==> src/rtl/mdio_arbiter.sv <==
// mdio_arbiter: round-robin sharing of one MDIO engine among four requesters.
// Latches the winner's command, runs the start/ready handshake, returns the result.
module mdio_arbiter #(
    parameter int TIMEOUT_CYC = 1_000_000
) (
    input  logic        CLK,
    input  logic        RST,
    input  logic [3:0]  req,
    input  logic [3:0]  req_op,
    input  logic [19:0] req_phy,
    input  logic [19:0] req_reg,
    input  logic [63:0] req_wdata,
    output logic [3:0]  gnt,
    output logic [3:0]  done,
    output logic [3:0]  err,
    output logic [15:0] rdata,
    output logic        eng_start,
    output logic        eng_op,
    output logic [4:0]  eng_phy,
    output logic [4:0]  eng_reg,
    output logic [15:0] eng_wdata,
    input  logic        eng_ready,
    input  logic [15:0] eng_rdata
);

    localparam int CW = $clog2(TIMEOUT_CYC + 1);
    localparam logic [CW-1:0] TMAX = CW'(TIMEOUT_CYC);

    typedef enum logic [2:0] {
        IDLE,
        ISSUE,
        WAIT_BUSY,
        WAIT_DONE,
        RESP
    } state_t;

    state_t        state;
    state_t        state_nx;
    logic [1:0]    last;
    logic [1:0]    win;
    logic [1:0]    idx;
    logic          win_vld;
    logic [CW-1:0] cnt;
    logic          cnt_hit;
    logic          tout;
    logic          to_evt;
    logic          rd_evt;

    // round-robin search starting one past the last winner
    always_comb begin
        win     = last;
        idx     = last;
        win_vld = 1'b0;
        for (int i = 1; i <= 4; i++) begin
            idx = last + 2'(i);
            if (!win_vld && req[idx]) begin
                win     = idx;
                win_vld = 1'b1;
            end
        end
    end

    // state register; reset aborts any transaction in flight
    always_ff @(posedge CLK or posedge RST) begin
        if (RST) state <= IDLE;
        else     state <= state_nx;
    end

    // next state, completion/timeout events and pulse outputs
    always_comb begin
        state_nx  = state;
        cnt_hit   = (cnt == TMAX);
        to_evt    = 1'b0;
        rd_evt    = 1'b0;
        eng_start = 1'b0;
        done      = 4'b0000;
        err       = 4'b0000;
        unique case (state)
            IDLE: begin
                if (win_vld) state_nx = ISSUE;
            end
            ISSUE: begin
                eng_start = 1'b1;
                state_nx  = WAIT_BUSY;
            end
            WAIT_BUSY: begin
                if (cnt_hit) begin
                    to_evt   = 1'b1;
                    state_nx = RESP;
                end else if (!eng_ready) begin
                    state_nx = WAIT_DONE;
                end
            end
            WAIT_DONE: begin
                if (eng_ready) begin
                    rd_evt   = 1'b1;
                    state_nx = RESP;
                end else if (cnt_hit) begin
                    to_evt   = 1'b1;
                    state_nx = RESP;
                end
            end
            RESP: begin
                if (tout) err  = gnt;
                else      done = gnt;
                state_nx = IDLE;
            end
            default: state_nx = IDLE;
        endcase
    end

    // command latch, grant, timeout counter and read-data capture
    always_ff @(posedge CLK or posedge RST) begin
        if (RST) begin
            gnt       <= 4'b0000;
            last      <= 2'd3;
            eng_op    <= 1'b0;
            eng_phy   <= 5'd0;
            eng_reg   <= 5'd0;
            eng_wdata <= 16'h0000;
            rdata     <= 16'h0000;
            cnt       <= '0;
            tout      <= 1'b0;
        end else begin
            unique case (state)
                IDLE: begin
                    if (win_vld) begin
                        gnt       <= 4'b0001 << win;
                        last      <= win;
                        eng_op    <= req_op[win];
                        eng_phy   <= req_phy[5*win +: 5];
                        eng_reg   <= req_reg[5*win +: 5];
                        eng_wdata <= req_wdata[16*win +: 16];
                        tout      <= 1'b0;
                    end
                end
                ISSUE: begin
                    cnt <= '0;
                end
                WAIT_BUSY, WAIT_DONE: begin
                    if (!cnt_hit) cnt <= cnt + 1'b1;
                    if (to_evt) begin
                        tout  <= 1'b1;
                        rdata <= 16'hFFFF;
                    end else if (rd_evt && !eng_op) begin
                        rdata <= eng_rdata;
                    end
                end
                RESP: begin
                    gnt <= 4'b0000;
                end
                default: ;
            endcase
        end
    end

endmodule

==> config.mk <==
export PLATFORM = sky130hd
export DESIGN_NAME = mdio_arbiter
export DESIGN_NICKNAME = d
export VERILOG_FILES = /design/src/rtl/mdio_arbiter.sv
export SDC_FILE = /design/constraint.sdc
export NUM_CORES = 1
export LEC_CHECK = 0
export BUFFER_PORTS_ARGS = -buffer_cell sky130_fd_sc_hd__buf_4
export CAP_MARGIN = 20
export CELL_PAD_IN_SITES_DETAIL_PLACEMENT = 1
export CELL_PAD_IN_SITES_GLOBAL_PLACEMENT = 1
export CORE_ASPECT_RATIO = 1.2
export CORE_MARGIN = 10
export CORE_UTILIZATION = 35
export CTS_CLUSTER_SIZE = 8
export DETAILED_ROUTE_END_ITERATION = 16
export PLACE_DENSITY_LB_ADDON = 0.25
export REMOVE_ABC_BUFFERS = 1
export SYNTH_ARGS = -nofsm -noshare
export SYNTH_HDL_FRONTEND = slang
export SYNTH_SLANG_ARGS = --single-unit
==> constraint.sdc <==
create_clock -name CLK -period 2.4 [get_ports CLK]
set_input_delay 0.24 -clock CLK [delete_from_list [all_inputs] [get_ports CLK]]
set_output_delay 0.24 -clock CLK [all_outputs]
set_load 0.005 [all_outputs]
==> reports/qor.yml, run 1 <==
outcome: "completed"
reg2reg_slack_ps: 150
cts_root_buffer: "clkbuf_16"
yosys-top-cells-area: "dfrtp_1 (41%), nand2_1 (7.5%), mux2i_1 (6.9%), o31ai_1 (5.9%), a211o_1 (5.5%)"
largest_register: "cnt"
cts_tree: "yes"
clock.fmax_ghz: 0.4444
clk_latency_ps: 340
htreeDepth: 3
vias: 4580
remaining_drc_errors: 0
r2r-end: "rdata[1]"
nets: 794
clk_path_buf_depth: 2
synthDistinctLibCells: 49
drt_iter0_drc: 216
core_area_um2: 12110
cp-startpoint: "cnt[1]"
rsz0062_at_grt: "no"
vias_per_cell: 5.538
fin_crit_sh: 0.9375
slew_viol_final: 0
powerDensity_nw_per_um2: 1082
antenna_cells: 0
yosys.area.top_type_share: 0.4104
multi_input_area_um2: 2313
dpl_worst_slack_ps: 161.5
critPathArrivalTime_ps: 2520
fin_area_um2: 6272
cp_max_fo: 11
dieHeight_um: 141.8
hold_depth: 3
min_from: "eng_rdata[13]"
worst_pin_slew_ps: 985.8
wl_per_cell_um: 20.57
grt_first_pass_wirelength_um: 27140
ys.flop_type: "dfrtp_1"
n_fill_cell: 1462
place.gp.congestion: 0.8199
synth_common_cells: "nand2_1 (86), dfrtp_1 (71), o31ai_1 (34)"
biggestRegsByFlops: "cnt: 20 flops, eng_wdata: 16 flops, rdata: 16 flops"
cap_violations: 0
grt.overflow.total: 0
first_pass_iters: 5
die_area_um2: 17240
p_leak_nw: 2.972
syn_inst: 481
worst_clock_skew_ps: 10.09
cp-end-kind: "register"
yosysSeqAreaShare: 0.4225
hpwl_um: 12900
drtAntennaViolNets: 0
worst_r2r_path_depth: 8
final_util: 0.5179
final.min_clock_period_ps: 2250
finalHoldViolCount: 0
grt_max_degree: 31
max_slew_margin: 0.3428
start_kind: "register"
synth_most_common_cell: "nand2_1"
synth_edf_count: 0
largest_register_ffs: 20
die_w_um: 121.5
synth-seq-cells: 73
worst-setup-path-type: "register to register"
hold_path_class: "input pin to register"
async_reset_ff_frac: 1.000
required_ps: 2670
vdd_drop_max_mv: 0.5297
first_global_vias: 5132
drive_above_1_share: 0.3634
port-buffer-count: 186
dpl_cell_area_um2: 5959
antenna_found_initial: 0
seqCellArea_um2: 1829
cts_resized: 0
clkTransAtPathRegs_ps: 60
grt_usage: 0.1957
fin_ws_ps: 150.0
syn_avg_cell_area_um2: 9.000
initial_core_util: 0.3574
reg2reg_from: "cnt[1]"
synth_area_um2: 4329
yosys_warnings: 0
row_count: 44
synth_top_area_cell: "dfrtp_1"
setup_viol: 0
cts_sinks: 73
ios: 187
hold_end: "rdata[13]"
cts_buffers: 9
wirelength_um: 17010
area_growth_pct: 44.88
cells by family (layout without fill, tap and decap cells):
| kind of cell | after synthesis | count (layout) | share of synthesized area |
|---|---|---|---|
| adder cells (fa/ha/maj) | 2 | 2 | 0.005779 |
| AND/OR/NAND/NOR | 196 | 196 | 0.2298 |
| multiplexers | 30 | 30 | 0.06936 |
| buffers and inverters | 50 | 235 | 0.04942 |
| XOR/XNOR | 1 | 1 | 0.002023 |
| AO/OA/AOI/OAI | 129 | 129 | 0.2211 |
| flip-flops | 73 | 73 | 0.4225 |
stage by stage:
step                      setup TNS, ps  std cells  hold slack (ps)  power [mW]
after global placement                0        810            299.5       5.301
after detailed placement              0        810            294.9       5.450
after floorplan                  -68260        440            351.8       3.775
after CTS                             0        827            105.6       6.874
after global routing                  0        827            122.3       7.276
final                                 0        827            114.8       6.786
cell type report:
| type | instances | area share |
|---|---|---|
| clock buffer | 9 | 0.03591 |
| clock inverter | 7 | 0.01237 |
| inverter | 9 | 0.005386 |
| multi-input combinational | 358 | 0.3688 |
| sequential | 73 | 0.2916 |
| tap | 161 | 0.03212 |
| timing repair buffer | 210 | 0.2537 |
critical path, cell delays in order (launching register included):
cell     delay [ps]
dfrtp_1         420
inv_1           110
ha_1            140
or4b_1          420
or3_4           420
nor2_1          180
nand3_2         190
buf_4           230
nand3_1          80
report_power, final:
group / switching, mW / internal (mW) / leakage, nW / total, mW
Combinational: 1.83 / 1.54 / 1.89 / 3.37
Sequential: 0.342 / 1.69 / 0.939 / 2.03
Clock: 0.574 / 0.816 / 0.147 / 1.39
placed cells by master, fill, tap and decap left out, types with 6 or more instances in the layout:
cell type,instances
o31ai_1,34
nor2_1,9
nand3_1,24
mux2i_1,30
nand4_1,29
nand2b_1,6
a211o_1,27
o21ai_0,7
inv_1,8
nand2_1,86
buf_4,208
o211ai_1,28
clkbuf_16,9
and2_1,9
dfrtp_1,71
a21oi_1,11
or3_1,6
worst max-delay path by stage:
stage / endpoint / depth (start not counted)
after floorplan: eng_op / 5
after global placement: rdata[9] / 8
after detailed placement: rdata[8] / 8
after CTS: rdata[1] / 8
after global routing: cnt[14] / 7
final: rdata[1] / 8
layer usage:
| metal | GRT usage | vias up | share of wire |
|---|---|---|---|
| met3 | 0.07384 | 7 | 0.075 |
| met1 | 0.2042 | 2264 | 0.38 |
| met4 | 0.04777 | 0 | 0.0078 |
| met5 | 0 | - | 0 |
| li1 | - | 2167 | - |
| met2 | 0.3583 | 142 | 0.53 |
timing repair:
item,in CTS,in global routing
hold buffers,1,0
hold endpoints to repair,18,0
endpoints found under the setup margin,0,0
buffers inserted,0,0
Power figures use the tool's default switching activity.
==> run 2, diff against run 1 <==
Settings changed: MAX_ROUTING_LAYER set to met4.
==> run 2 against run 1 <==
Against the previous run:
- hold slack gained 2.5 ps
- critical path depth stayed put
- sequential share of layout area did not move
- worst setup slack worse by 17 ps
- via count is 1.2% higher
- die area did not move
- power barely moved
- clock power about the same
- sequential power about the same
- utilization did not move
- clock skew fell by 0.89 ps
- critical path type unchanged
- largest cell class unchanged
- largest power group unchanged
- highest routed layer unchanged
==> reports/qor.yml, run 2 (synthesis results as in run 1) <==
grt_max_degree: 31
hold_buffers: 1
hold_path_class: "input pin to register"
die_w_um: 121.5
n_fill_cell: 1462
dpl_worst_slack_ps: 161.5
fin_ws_ps: 133.1
seqCellArea_um2: 1829
antenna_cells: 0
cts_tree: "yes"
multi_input_area_um2: 2313
required_ps: 2670
mostFrequentLayoutCells: "buf_4 (208), nand2_1 (86), dfrtp_1 (71)"
cts_resized: 0
cts_root_buffer: "clkbuf_16"
biggestRegsByFlops: "cnt: 20 flops, eng_wdata: 16 flops, rdata: 16 flops"
place.gp.congestion: 0.8321
dpl_cell_area_um2: 5959
cts_sinks: 73
place_inst: 810
rsz0062_at_grt: "no"
nets: 794
largest_register_ffs: 20
ios: 187
worst_pin_slew_ps: 970.4
vias: 4634
fin_crit_sh: 0.9446
instances_no_fill: 827
first_global_vias: 5123
worst_hold_slack_ps: 117.4
critPathArrivalTime_ps: 2530
drtAntennaViolNets: 0
wirelength_um: 17100
clock.fmax_ghz: 0.4411
grt_usage: 0.2012
powerDensity_nw_per_um2: 1083
max_slew_margin: 0.3531
wl_per_cell_um: 20.67
largest_register: "cnt"
drive_above_1_share: 0.3634
final.min_clock_period_ps: 2267
cts_buffers: 9
first_pass_iters: 4
vdd_drop_max_mv: 0.5289
port-buffer-count: 186
cp-end-kind: "register"
slew_viol_final: 0
dieHeight_um: 141.8
tns_ps: 0
remaining_drc_errors: 0
mostFrequentLayoutCell: "buf_4"
grt.overflow.total: 0
worst_clock_skew_ps: 9.202
hpwl_um: 12900
row_count: 44
vias_per_cell: 5.603
outcome: "completed"
antenna_found_initial: 0
clkTransAtPathRegs_ps: 60
htreeDepth: 3
reg2reg_slack_ps: 130
die_area_um2: 17240
area_growth_pct: 44.88
start_kind: "register"
cap_violations: 0
post-cts-setup-buffer-count: 0
clk_path_buf_depth: 2
clk_latency_ps: 340
setup_viol: 0
cp_max_fo: 11
finalHoldViolCount: 0
core_area_um2: 12110
initial_core_util: 0.3574
grt_first_pass_wirelength_um: 27180
worst-setup-path-type: "register to register"
fin_area_um2: 6272
drt_iter0_drc: 191
p_leak_nw: 2.972
==> run 2: cell counts in the layout (fill, tap and decap cells not counted) <==
Identical to the previous run, type by type.
==> run 2: path summary, 6_finish.rpt <==
check | from | to | depth (start not counted)
min | eng_rdata[13] | rdata[13] | 3
max | cnt[1] | rdata[1] | 8
min in group asynchronous | RST | eng_wdata[7] | 3
max reg2reg | cnt[1] | rdata[1] | 8
min reg2reg | rdata[3] | rdata[3] | 2
max in group asynchronous | RST | last[1] | 4
==> run 2: metal layers <==
metal | track usage | up-vias | share of wire
met4 | 0.04651 | 0 | 0.0098
li1 | - | 2169 | -
met5 | - | - | 0
met1 | 0.2141 | 2297 | 0.40
met3 | 0.05994 | 13 | 0.061
met2 | 0.3578 | 155 | 0.53
==> run 2: critical path, cell delays in order (launching register included) <==
cell     delay (ps)
dfrtp_1         420
inv_1           110
ha_1            140
or4b_1          420
or3_4           420
nor2_1          180
nand3_2         190
buf_4           230
nand3_1          80
==> run 2: power breakdown <==
part	internal, mW	switching, mW	total (mW)
Combinational	1.54	1.83	3.37
Sequential	1.69	0.340	2.03
Clock	0.816	0.575	1.39
==> run 2: through the flow <==
| stage | utilization | power, mW |
|---|---|---|
| final | 0.5179 | 6.792 |
| after global routing | 0.5179 | 7.275 |
| after CTS | 0.5179 | 6.874 |
| after detailed placement | 0.4920 | 5.450 |
| after global placement | 0.4920 | 5.301 |
| after floorplan | - | 3.775 |
==> run 2: final cells by class <==
| cell class | instances | share of cell area |
|---|---|---|
| multi-input combinational | 358 | 0.3688 |
| sequential | 73 | 0.2916 |
| clock inverter | 7 | 0.01237 |
| tap | 161 | 0.03212 |
| clock buffer | 9 | 0.03591 |
| timing repair buffer | 210 | 0.2537 |
| inverter | 9 | 0.005386 |
